<file path="src/rtl/branch_sequencer.sv">
// branch_sequencer: program counter owner with conditional/relative branches
// and call/return through a small internal return-address stack.
module branch_sequencer #(
  parameter int                  PC_WIDTH     = 8,
  parameter int                  STACK_DEPTH  = 4,
  parameter logic [PC_WIDTH-1:0] RESET_VECTOR = '0,
  localparam int                 CNT_W        = $clog2(STACK_DEPTH + 1)
) (
  input  logic                clock,
  input  logic                clear,
  input  logic                increment,
  input  logic                execute,
  input  logic [2:0]          br_op,
  input  logic [1:0]          cond_sel,
  input  logic                cond_inv,
  input  logic [3:0]          flags,
  input  logic                rel,
  input  logic [PC_WIDTH-1:0] target,
  output logic [PC_WIDTH-1:0] pc,
  output logic                taken,
  output logic [CNT_W-1:0]    stack_count,
  output logic                stack_full,
  output logic                stack_empty,
  output logic                stack_err
);

  localparam int IDX_W       = (STACK_DEPTH > 1) ? $clog2(STACK_DEPTH) : 1;
  localparam int STACK_SLOTS = 1 << IDX_W;

  typedef enum logic [2:0] {
    OP_NONE = 3'b000,
    OP_JUMP = 3'b001,
    OP_CJMP = 3'b010,
    OP_CALL = 3'b011,
    OP_RET  = 3'b100
  } br_op_e;

  logic [PC_WIDTH-1:0] stack_mem [0:STACK_SLOTS-1];
  logic                skip;

  logic                cond_bit;
  logic [PC_WIDTH-1:0] dest;
  logic                do_push;
  logic                do_pop;
  logic                redirect;
  logic                err_set;
  logic [IDX_W-1:0]    push_idx;
  logic [IDX_W-1:0]    pop_idx;
  logic [PC_WIDTH-1:0] pc_next;
  logic [CNT_W-1:0]    count_next;

  assign stack_full  = (stack_count == CNT_W'(STACK_DEPTH));
  assign stack_empty = (stack_count == '0);

  // Decode the branch request and work out next pc, stack movement and faults.
  always_comb begin
    cond_bit   = flags[cond_sel] ^ cond_inv;
    dest       = rel ? (pc + target) : target;
    push_idx   = IDX_W'(stack_count);
    pop_idx    = IDX_W'(stack_count - CNT_W'(1));
    do_push    = 1'b0;
    do_pop     = 1'b0;
    redirect   = 1'b0;
    err_set    = 1'b0;
    pc_next    = pc;
    count_next = stack_count;

    if (execute) begin
      case (br_op)
        OP_JUMP: redirect = 1'b1;
        OP_CJMP: redirect = cond_bit;
        OP_CALL: begin
          if (stack_full) begin
            err_set = 1'b1;
          end else begin
            do_push  = 1'b1;
            redirect = 1'b1;
          end
        end
        OP_RET: begin
          if (stack_empty) begin
            err_set = 1'b1;
          end else begin
            do_pop   = 1'b1;
            redirect = 1'b1;
          end
        end
        default: redirect = 1'b0;
      endcase
    end

    if (redirect) begin
      pc_next = do_pop ? stack_mem[pop_idx] : dest;
    end else if (increment && !skip) begin
      pc_next = pc + PC_WIDTH'(1);
    end

    if (do_push) begin
      count_next = stack_count + CNT_W'(1);
    end else if (do_pop) begin
      count_next = stack_count - CNT_W'(1);
    end
  end

  // Control state: pc, taken pulse, fetch-skip flag, stack depth and sticky fault.
  always_ff @(posedge clock) begin
    if (clear) begin
      pc          <= RESET_VECTOR;
      taken       <= 1'b0;
      skip        <= 1'b0;
      stack_count <= '0;
      stack_err   <= 1'b0;
    end else begin
      pc          <= pc_next;
      taken       <= redirect;
      skip        <= redirect;
      stack_count <= count_next;
      if (err_set) begin
        stack_err <= 1'b1;
      end
    end
  end

  // Return-address storage; contents are don't-care after clear so no reset.
  always_ff @(posedge clock) begin
    if (!clear && do_push) begin
      stack_mem[push_idx] <= pc;
    end
  end

endmodule

</file>
<file path="config.mk">
export PLATFORM = sky130hd
export DESIGN_NAME = branch_sequencer
export DESIGN_NICKNAME = d
export VERILOG_FILES = /design/src/rtl/branch_sequencer.sv
export SDC_FILE = /design/constraint.sdc
export NUM_CORES = 1
export LEC_CHECK = 0
export ABC_AREA = 1
export CAP_MARGIN = 20
export CELL_PAD_IN_SITES_DETAIL_PLACEMENT = 1
export CELL_PAD_IN_SITES_GLOBAL_PLACEMENT = 2
export CORE_ASPECT_RATIO = 1.1
export CORE_MARGIN = 5
export CORE_UTILIZATION = 28
export DETAILED_ROUTE_END_ITERATION = 8
export MAX_ROUTING_LAYER = met4
export PLACE_DENSITY_LB_ADDON = 0.1
export SYNTH_ARGS = -nofsm -noshare
export SYNTH_HDL_FRONTEND = slang
export SYNTH_SLANG_ARGS = --single-unit
</file>
<file path="constraint.sdc">
create_clock -name clock -period 5.3 [get_ports clock]
set_input_delay 1.06 -clock clock [delete_from_list [all_inputs] [get_ports clock]]
set_output_delay 1.06 -clock clock [all_outputs]
set_load 0.02 [all_outputs]
</file>
Word level (Yosys, flattened, before mapping)
Memory sizes are Yosys's and may differ from the RTL's.
Cells that the tools add are included.
{"block": "totals", "register_bits": 13, "ram_bits": 32, "in_bits": 23, "out_inout_bits": 15, "elab_cells": 45, "n_memories": 1}
{"name": "stack_mem", "words": 4, "width": 8, "read_ports": 1, "rd_clocked_by_memory_dff": 0, "wr": 1, "line": "38", "source": "logic [PC_WIDTH-1:0] stack_mem [0:STACK_SLOTS-1];"}
{"block": "classes", "n_addsub": 4, "magnitude_cmp": 1, "n_eq_ne": 5, "muxes": 22, "bitwise": 1, "n_reduce_logical": 7}
{"op": "$mux 8", "count": 4}
{"op": "$mux 1", "count": 13}
{"op": "$add 8x1->8 const B", "count": 1}
{"op": "$add 8x8->8", "count": 1}
{"op": "$eq 3x2->1 const B", "count": 2}
{"op": "$eq 3x3->1 const B", "count": 2}
{"op": "$mux 3", "count": 2}
{"op": "$pmux 1 s4", "count": 1}
{"op": "$reduce_bool 2->1", "count": 2}
{"op": "$add 3x1->3 const B", "count": 1}
{"op": "$eq 3x1->1 const B", "count": 1}
{"op": "$logic_not 3->1", "count": 1}
{"op": "$lt 2x3->1 const B", "count": 1}
{"op": "$sub 3x1->3 const B", "count": 1}
{"op": "$bmux 1 s2", "count": 1}
{"op": "$logic_and 1x1->1", "count": 2}
{"op": "$logic_not 1->1", "count": 2}
{"op": "$pmux 1 s2", "count": 1}
{"op": "$xor 1x1->1", "count": 1}

Depth between registers and ports, before layout
Gate-level depths: netlist of run 1.
{"block": "logic_depth", "ltp_word": 7, "depth_mapped": 16, "mapped_depth_nobuf": 15}

Worst setup path after synthesis of run 1
No wires, ideal clock.
{"block": "synth_path", "kind": "register to register", "start": "register stack_count[0]", "end": "memory stack_mem[1][0] (enable)", "setup_time_ns": 0.371, "t_arrival_ns": 2.173, "required_time_ns": 4.929, "slack_ns": 2.756, "path_stages_with_launch": 12, "path_buffers": 2, "synth_period_minus_slack_ns": 2.544, "cell_sequence": "dfxtp_1 > buf_4 > clkinv_1 > buf_4 > ha_1 > nand2_2 > clkinv_2 > nor2_2 > nand2_1 > inv_1 > nand2_1 > nor2_1"}
{"block": "synth_between", "elab_chain_len": 7}
{"element": "start: declaration", "line": "21", "source": "output logic [CNT_W-1:0] stack_count,"}
{"element": "start signal: assignment", "line": "117", "source": "stack_count <= count_next;"}
{"element": "$eq 3x3->1", "line": "52", "source": "assign stack_full = (stack_count == CNT_W'(STACK_DEPTH));"}
{"element": "via stack_full", "line": "22", "source": "output logic stack_full,"}
{"element": "$mux 1", "line": "73", "source": "if (stack_full) begin"}
{"element": "$mux 1", "line": "69", "source": "case (br_op)"}
{"element": "$mux 1", "line": "68", "source": "if (execute) begin"}
{"element": "$logic_and 1x1->1", "line": "126", "source": "if (!clear && do_push) begin"}
{"element": "$mux 1", "line": "126"}
{"element": "$mux 1 (not written as such)", "line": "127", "source": "stack_mem[push_idx] <= pc;"}
{"element": "end: declaration", "line": "38"}
The timed path passes the listed nets, and every way through them passes these cells.

Worst setup path in the final report of run 1
{"block": "layout_path", "start": "register stack_count[0]", "end": "output port stack_empty"}
{"block": "layout_between", "elab_chain_len": 1}
{"element": "$logic_not 3->1", "line": "53", "source": "assign stack_empty = (stack_count == '0);"}
{"element": "end: declaration", "line": "23", "source": "output logic stack_empty,"}
No other way between the ends.

==> summary.txt, run 1 <==
Status
  – Status: completed

STA
  – Clk_skew: 11.3 ps
  – Final hold vios: 0
  – Final worst path period need: 3930 ps
  – FMAX: 254 MHz
  – Ratio of final minimum period to clock period: 74.1%
  – Fin Setup TNS: 0 ps
  – Unrepaired setup endpoints after global routing: false
  – Final setup viols: 0
  – Slew Viols, Final: 0
  – Rel. slew slack: 48.2%
  – Least-Margin Pin Slew: 774 ps

Route
  – Via/cell ratio: 4.65
  – DRT iter0 DRCs: 83
  – Drt total wl: 7.75 mm
  – Per-cell routed wire length: 15.8 um
  – Final ANT Viol Nets: 0
  – Via Count: 2288
  – Drc violations: 0
  – 1st-pass router iterations: 4

Hold path
  – Hold Crit Class: reg2reg

Place
  – Post-DP Area: 0.00316 mm2
  – HPWL Detailed: 6.00 mm
  – IO Port Bufs: 37
  – Routability cong.: 0.746

Clock tree
  – Number of setup buffers added after CTS: 0
  – Clock Path Buffers: 2
  – Clock Sinks: 45
  – TritonCTS clock tree: done
  – Worst-path clk slew: 90 ps
  – Post-CTS Hold Buffers: 0
  – Worst skew pair latency: 310 ps
  – CTS Root Cell: clkbuf_8
  – TritonCTS buffer count: 5
  – Post-CTS resize count: 0
  – H-tree Lvls: 2

Critical path
  – Slowest CP cell: dfxtp_1
  – Critical path class: reg2out
  – Worst endpoint required time: 4240 ps
  – Peak per-stage delay on the critical path: 760 ps
  – WP buf/inv: 3
  – Arrival time worst endpoint: 2870 ps
  – CP Max Fanout: 21
  – CP Cell Sequence: clkinv_1 > ha_1 > inv_1 > nor2_4 > clkdlybuf4s50_1
  – Endpoint type of the worst setup path: output pin
  – CP top delay family: buffers and inverters
  – Startpoint types: register

Pwr
  – Power Dens Cells: 242 mW/mm2
  – Leak: 1.36 nW
  – Design Power: 0.000789 W
  – Max VDD drop: 0.0895 mV

Floorplanning
  – Boundary Pins: 38
  – Core area: 0.00940 mm2
  – Die Wd: 104 um
  – Row count: 37
  – Die Height: 113 um
  – Starting Density: 28.7%
  – Total Die Area: 0.0117 mm2

Synthesis
  – Post-Syn Nets: 375
  – Mean Syn Cell Area: 7.98 um2
  – Number of distinct library cells after synthesis: 36
  – Synth warn: 0
  – Dominant synthesized flop cell: edfxtp_1
  – Post-synthesis sequential area ratio: 45.3%
  – Mapped Cells: 338
  – #FFs+latches synth: 45
  – Synthesized area: 0.00270 mm2
  – Post-synth EDFFs: 32
  – Yosys top cell area share: 35.6%
  – Area contributors post-synth: edfxtp_1, nand2_1, dfxtp_1
  – Ys async rst share: 0%
  – Synth area leader: edfxtp_1

GRT
  – All-Layer GR Usage: 14.1%
  – Gr ovfl total: 0
  – Vias in the first global route: 2380
  – Initial antenna violation count: 0
  – First-pass GRT wire length: 12.8 mm
  – Largest net degree at the start of global routing: 22

Finish
  – ANT cells: 0
  – Final Util: 34.6%
  – # nets final: 411
  – Final instance area: 0.00325 mm2
  – Synthesis-to-layout area growth: 20.7%
  – Layout cells sized above 1: 6.13%

Flow run
  – Max_cap viols: 0
## synthesized netlist by cell type (2+ instances only)
cell type,number
nand2_1,76
nor2_1,45
inv_1,41
edfxtp_1,32
o21ai_0,28
nand3_1,26
a21oi_1,21
dfxtp_1,13
ha_1,13
o221ai_1,4
buf_2,3
nand3_2,3
o21ai_1,3
o22ai_1,3
a21oi_2,2
buf_4,2
clkbuf_1,2
nand2_4,2
nor2_4,2
## stage by stage
stage | cells | setup WS (ps) | hold WS [ps]
after floorplan | 338 | 2760 | 570
after global placement | 484 | 1710 | 470
after detailed placement | 484 | 1680 | 469
after CTS | 492 | 1340 | 494
after global routing | 492 | 1130 | 515
final | 492 | 1370 | 486
## power breakdown
group          total [W]  switching (W)  internal [W]
Clock           0.000230       0.000130     0.0000996
Combinational   0.000153      0.0000886     0.0000643
Sequential      0.000406      0.0000197      0.000386
Total           0.000789       0.000239      0.000550
## tightest hold or removal path, cell delays in order (launching register included)
cell     delay, ps
dfxtp_1        350
a21oi_1         40
nor2_1          70
## cell families after synthesis
logic type	share of synthesized area [%]
simple gates	26.3
compound gates	12.5
buf+inv	8.77
flops	45.3
fa+ha+maj	6.78
xor+xnor	0.325
## layer usage
layer  GRT usage (%)  part of all wire (%)  vias to the layer above
met2            24.8                    51                       25
met5               -                     0                        -
met3            1.94                   2.1                        5
met4            3.41                  0.85                        0
met1            17.2                    46                     1063
li1                -                     -                     1195
## path summary, 6_finish.rpt
kind         slack, ps           start              end  depth (start not counted)
min reg2reg        490       stack_err        stack_err                          2
max reg2reg       1870  stack_count[0]  stack_mem[2][0]                          9
max               1370  stack_count[0]      stack_empty                          5
min                490       stack_err        stack_err                          2
## flip-flops by register name, summed over array words and instances (netlist names)
signal,flops
skip,1
pc,8
stack_err,1
stack_mem,32
stack_count,3
## placed cells by master (no fill, tap or decap), types with 2 or more instances in the layout
cell type        Yosys  final
ha_1                13     13
a21oi_2              2      2
clkbuf_8             0      5
nor2_4               2      2
nand2_1             76     76
edfxtp_1            32     32
inv_1               41     41
a21oi_1             21     21
clkdlybuf4s50_1      0     37
o221ai_1             4      4
o21ai_1              3      3
o21ai_0             28     28
nand3_1             26     26
dfxtp_1             13     13
nand3_2              3      3
nand2_4              2      2
o22ai_1              3      3
inv_6                0      2
nor2_1              45     45
## area by class of cell
cell class	instances	area (um2)
fillers	1147	6140
multi-input cells	239	1240
flip-flops and latches	45	1220
repair buffers	38	378
inverters	45	173
well taps	117	146
clock buffers	5	68.8
clock inverters	3	28.8
Note: power is estimated with default switching activity, not from simulation.
==> run 2: changes to the inputs <==
==> constraint.sdc (replaced) <==
create_clock -name clock -period 3.75 [get_ports clock]
set_input_delay 0.75 -clock clock [delete_from_list [all_inputs] [get_ports clock]]
set_output_delay 0.75 -clock clock [all_outputs]
set_load 0.02 [all_outputs]
==> run 2 against run 1 <==
  * Global-route usage up 0.34 points
  * Highest routed layer unchanged
  * Clock power up 36%
  * Non-clock buffer count up 5
==> summary.txt, run 2 (synthesis gave the netlist of run 1 again) <==
Status
  – Status: completed

STA
  – FMAX: 367 MHz
  – Final worst slack: 1020 ps (-346 ps)
  – Least-Margin Pin Slew: 675 ps (-99.1 ps)
  – Clk_skew: 12.0 ps (+0.682 ps)
  – Rel. slew slack: 54.8% (+6.6 points)
  – Final setup viols: 0 (unchanged)
  – Ratio of final minimum period to clock period: 72.7%
  – Final worst path period need: 2730 ps
  – Slew Viols, Final: 0 (unchanged)
  – Final hold vios: 0 (unchanged)
  – Fin Setup TNS: 0 ps (unchanged)
  – Unrepaired setup endpoints after global routing: false

Clock tree
  – Number of setup buffers added after CTS: 0 (unchanged)
  – H-tree Lvls: 2 (unchanged)
  – Post-CTS resize count: 0 (unchanged)
  – CTS Root Cell: clkbuf_8
  – Worst-path clk slew: 90 ps (about the same)
  – Worst skew pair latency: 310 ps (about the same)
  – Clock Sinks: 45 (unchanged)
  – Post-CTS Hold Buffers: 0 (unchanged)
  – TritonCTS buffer count: 5 (unchanged)
  – TritonCTS clock tree: done
  – Clock Path Buffers: 2 (unchanged)

Critical path
  – Critical path class: reg2out
  – Startpoint types: register
  – CP Max Fanout: 21 (unchanged)
  – Worst endpoint required time: 3000 ps (-1240 ps)
  – Endpoint type of the worst setup path: output pin
  – Arrival time worst endpoint: 1980 ps (-890 ps)

Floorplanning
  – Core area: 0.00940 mm2 (unchanged)
  – Total Die Area: 0.0117 mm2 (unchanged)
  – Die Height: 113 um (unchanged)
  – Die Wd: 104 um (unchanged)
  – Boundary Pins: 38 (unchanged)
  – Row count: 37 (unchanged)
  – Starting Density: 28.7% (unchanged)

Finish
  – Biggest register: stack_mem
  – Max FFs per register: 32 (unchanged)
  – Commonest non-fill, non-tap cells in the layout: nand2_1, nor2_1, inv_1
  – Layout cells sized above 1: 7.37% (+1.2 points)
  – Most common cell after layout, fill and taps aside: nand2_1
  – # nets final: 416 (+1.2%)
  – Post-Layout Cell Count: 497 (+1.0%)
  – Synthesis-to-layout area growth: 21.9%
  – ANT cells: 0 (unchanged)
  – Registers with the most flip-flops: stack_mem (32), pc (8), stack_count (3)

GRT
  – All-Layer GR Usage: 14.5% (+0.34 points)
  – Largest net degree at the start of global routing: 22 (unchanged)
  – Initial antenna violation count: 0 (unchanged)
  – First-pass GRT wire length: 13.1 mm (+2.4%)
  – Vias in the first global route: 2494 (+4.8%)
  – Gr ovfl total: 0 (unchanged)

Pwr
  – Leak: 1.38 nW (+1.4%)
  – Clk pwr share: 28.3% (-0.8 points)
  – Internal power: 0.000773 W (+40%)
  – Seq pwr share: 51.8% (+0.3 points)
  – Power Dens Cells: 336 mW/mm2 (+39%)
  – Switch share: 30.1% (-0.12 points)
  – Combinational cell fraction of total power: 19.9% (+0.5 points)
  – NetSw: 0.000333 W (+40%)
  – Max VDD drop: 0.143 mV (+60%)

Route
  – Final ANT Viol Nets: 0 (unchanged)
  – Per-cell routed wire length: 16.3 um (+3.2%)
  – Drt total wl: 8.08 mm (+4.2%)
  – Via Count: 2363 (+3.3%)
  – Drc violations: 0 (unchanged)
  – Via/cell ratio: 4.75 (+2.2%)
  – DRT iter0 DRCs: 109 (+31%)
  – 1st-pass router iterations: 4 (unchanged)

Place
  – Place WS: 984 ps (-697 ps)
  – Routability cong.: 0.745 (-0.16%)
  – HPWL Detailed: 6.24 mm (+4.0%)
  – Dpl cells: 489 (+1.0%)
  – IO Port Bufs: 37 (unchanged)

Hold path
  – Hold Crit Class: reg2reg

Flow run
  – Max_cap viols: 0 (unchanged)
-- run 2: area by class of cell --
type | instances | area (um2)
Tap cell | 117 | 146
Multi-Input combinational cell | 239 | 1240
Sequential cell | 45 | 1220
Clock buffer | 5 | 68.8
Fill cell | 1143 | 6110
Inverter | 45 | 173
Clock inverter | 3 | 25.0
Timing Repair Buffer | 43 | 415
-- run 2: critical path: stages (launching register included) --
cell and delay [ps]:
dfxtp_1 320, clkinv_1 40, buf_4 230, ha_1 220, inv_1 90, nor2_4 140
clkdlybuf4s50_1 620
-- run 2: power groups by stage --
stage / clock, W / combinational, W / sequential (W)
finish: 0.000313 / 0.000220 / 0.000574
global placement: 0 / 0.000222 / 0.000585
floorplan: 0 / 0.000127 / 0.000584
CTS: 0.000326 / 0.000225 / 0.000575
detailed placement: 0 / 0.000224 / 0.000587
global route: 0.000347 / 0.000251 / 0.000577
-- run 2: worst paths after layout --
check            startpoint              end  slack [ps]  cells after the start
max          stack_count[0]      stack_empty        1020                      6
min reg2reg       stack_err        stack_err         500                      2
max reg2reg  stack_count[0]  stack_mem[2][0]        1420                     10
min               stack_err        stack_err         500                      2
-- run 2: through the flow --
step | hold WS [ps] | util (%) | area [um2] | power (W)
after detailed placement | 485 | 34.0 | 3190 | 0.000811
after CTS | 508 | 35.0 | 3290 | 0.00113
after global placement | 479 | 34.0 | 3190 | 0.000807
final | 499 | 35.0 | 3290 | 0.00111
after floorplan | 570 | - | 2700 | 0.000711
after global routing | 562 | 35.0 | 3290 | 0.00118
-- run 2: metal layers --
metal / wire length (um) / share of wire (%) / track usage, %
met1: 3700 / 46 / 17.6
met5: 0 / 0 / -
met4: 94 / 1.2 / 3.41
met2: 4110 / 51 / 25.2
met3: 169 / 2.1 / 2.28
==> run 3: changes to the inputs <==
==> constraint.sdc (replaced) <==
create_clock -name clock -period 2.8 [get_ports clock]
set_input_delay 0.56 -clock clock [delete_from_list [all_inputs] [get_ports clock]]
set_output_delay 0.56 -clock clock [all_outputs]
set_load 0.02 [all_outputs]
==> run 3 against run 2 <==
  * Via count fell by 0.34%
  * Die area did not move
  * Flip-flop and latch count did not move
  * Highest routed layer unchanged
  * Combinational power rose by 40%
  * Sequential share of layout area fell by 0.53 points
  * Register-to-register slack got worse by 870 ps
  * Wire length rose by 0.30%
  * Sequential power rose by 32%
  * Largest cell class unchanged
  * Critical endpoint unchanged
  * Clock skew fell by 1.5 ps
  * Clock power rose by 59%
  * First-iteration DRC count fell by 28%
  * Non-clock buffer count rose by 4
==> summary.txt, run 3 (synthesis gave the netlist of run 1 again) <==
Clock tree
  – Post-CTS resize count: 0 (unchanged)
  – Worst skew pair latency: 300 ps (about the same)
  – Clock Path Buffers: 2 (unchanged)
  – CTS Root Cell: clkbuf_8
  – Worst-path clk slew: 90 ps (about the same)
  – Clock Sinks: 45 (unchanged)
  – Post-CTS Hold Buffers: 0 (unchanged)
  – Number of setup buffers added after CTS: 0 (unchanged)
  – TritonCTS clock tree: done
  – TritonCTS buffer count: 5 (unchanged)
  – H-tree Lvls: 2 (unchanged)

Finish
  – Biggest register: stack_mem
  – Max FFs per register: 32 (unchanged)
  – # nets final: 420 (+0.96%)
  – Most common cell after layout, fill and taps aside: nand2_1
  – Registers with the most flip-flops: stack_mem (32), pc (8), stack_count (3)
  – Commonest non-fill, non-tap cells in the layout: nand2_1, nor2_1, inv_1
  – Post-Layout Cell Count: 501 (+0.80%)
  – Final Util: 35.5% (+0.51 points)
  – Synthesis-to-layout area growth: 23.7%
  – Layout cells sized above 1: 8.07% (+0.70 points)
  – ANT cells: 0 (unchanged)

GRT
  – Initial antenna violation count: 0 (unchanged)
  – Vias in the first global route: 2535 (+1.6%)
  – M3 GR Usage: 1.94% (-0.34 points)
  – M1 GR Usage: 18.5% (+0.95 points)
  – Largest net degree at the start of global routing: 21 (-4.5%)
  – Met2 Usage GRT: 25.2% (unchanged)
  – All-Layer GR Usage: 14.7% (+0.18 points)
  – First-pass GRT wire length: 13.4 mm (+2.6%)
  – Gr ovfl total: 0 (unchanged)
  – Grt peak-use layer: met2

Route
  – Via/cell ratio: 4.70 (-1.1%)
  – DRT iter0 DRCs: 78 (-28%)
  – Final ANT Viol Nets: 0 (unchanged)
  – Drc violations: 0 (unchanged)
  – Drt total wl: 8.10 mm (+0.30%)
  – Per-cell routed wire length: 16.2 um (-0.50%)
  – 1st-pass router iterations: 4 (unchanged)
  – Via Count: 2355 (-0.34%)

Hold path
  – Worst Hold Launch: stack_err
  – Hold Crit Class: reg2reg
  – Hold Path Depth: 2 (unchanged)
  – Hold Path Sink: stack_err

Critical path
  – FF-to-FF path depth: 11 (+1)
  – Endpoint type of the worst setup path: output pin
  – Critical path class: reg2out
  – R2r setup slk: 550 ps (-870 ps)
  – Startpoint types: register
  – Worst flop-to-flop path startpoint: stack_count[1]
  – CP Max Fanout: 5 (-76%)
  – Crit Reg-Reg Endpoint: pc[5]
  – Worst endpoint required time: 2240 ps (-760 ps)
  – Arrival time worst endpoint: 1830 ps (-150 ps)

Place
  – Routability cong.: 0.782 (+5.0%)
  – IO Port Bufs: 37 (unchanged)
  – HPWL Detailed: 6.21 mm (-0.48%)
  – Place WS: 265 ps (-720 ps)
  – Dpl cells: 493 (+0.82%)

STA
  – Final worst slack: 413 ps (-612 ps)
  – Fin Setup TNS: 0 ps (unchanged)
  – Clk_skew: 10.5 ps (-1.50 ps)
  – Final worst path period need: 2390 ps
  – Slew Viols, Final: 0 (unchanged)
  – Final setup viols: 0 (unchanged)
  – Rel. slew slack: 66.8% (+12 points)
  – Final hold vios: 0 (unchanged)
  – FMAX: 419 MHz
  – Least-Margin Pin Slew: 494 ps (-181 ps)
  – Ratio of final minimum period to clock period: 85.2%
  – Unrepaired setup endpoints after global routing: false

Pwr
  – Clk pwr share: 31.8% (+3.5 points)
  – Switch share: 28.0% (-2.1 points)
  – Internal power: 0.00113 W (+46%)
  – Design Power: 0.00157 W (+42%)
  – Combinational cell fraction of total power: 19.7% (-0.2 points)
  – Seq pwr share: 48.5% (-3.3 points)
  – Leak: 1.41 nW (+2.3%)
  – NetSw: 0.000439 W (+32%)
  – Power Dens Cells: 470 mW/mm2 (+40%)
  – Max VDD drop: 0.175 mV (+22%)

Floorplanning
  – Core area: 0.00940 mm2 (unchanged)
  – Total Die Area: 0.0117 mm2 (unchanged)
  – Starting Density: 28.7% (unchanged)
  – Row count: 37 (unchanged)
  – Die Wd: 104 um (unchanged)
  – Die Height: 113 um (unchanged)
  – Boundary Pins: 38 (unchanged)

Status
  – Status: completed

Flow run
  – Max_cap viols: 0 (unchanged)
[run 3: cell count changes in the layout (fill, tap and decap cells not counted), sizes merged]
| cell | delta |
|---|---|
| buf | +4 |
| clkbuf | +1 |
| bufinv | +1 |
| clkinvlp | -1 |
| inv | -1 |
[run 3: routing by layer]
metal | up-vias | wire length (um)
met2 | 25 | 4130
met1 | 1119 | 3780
met4 | 0 | 62
met5 | - | 0
met3 | 5 | 131
li1 | 1206 | -
[run 3: power groups by stage]
stage	registers, W	logic, W	clock network, W
6_report	0.000760	0.000309	0.000499
5_1_grt	0.000764	0.000353	0.000536
4_1_cts	0.000761	0.000317	0.000508
3_5_place_dp	0.000776	0.000316	0
3_3_place_gp	0.000776	0.000313	0
2_1_floorplan	0.000782	0.000170	0
[run 3: layout make-up]
cell class / count / area [um2]
timing repair buffer: 47 / 445
fill: 1144 / 6060
sequential: 45 / 1220
tap: 117 / 146
multi-input combinational: 239 / 1240
clock buffer: 6 / 72.6
inverter: 45 / 173
clock inverter: 2 / 38.8
[run 3: stage by stage]
stage / area, um2 / hold WS (ps)
after floorplan: 2700 / 570
after global placement: 3220 / 468
after detailed placement: 3220 / 468
after CTS: 3340 / 489
after global routing: 3340 / 506
final: 3340 / 477
[run 3: worst max-delay path by stage]
| stage | end | startpoint | slack [ps] |
|---|---|---|---|
| final | stack_empty | stack_count[1] | 410 |
| after global routing | stack_empty | stack_count[1] | 270 |
| after CTS | stack_empty | stack_count[1] | 380 |
| after detailed placement | pc[6] | target[0] | 260 |
| after global placement | pc[6] | target[0] | 310 |
| after floorplan | stack_mem[1][0] | stack_count[0] | 260 |
[run 3: critical path, stage by stage, from the launching register on]
cell and delay [ps]:
dfxtp_1 370, inv_1 110, ha_1 200, inv_1 90, nor2_4 130, clkdlybuf4s50_1 620
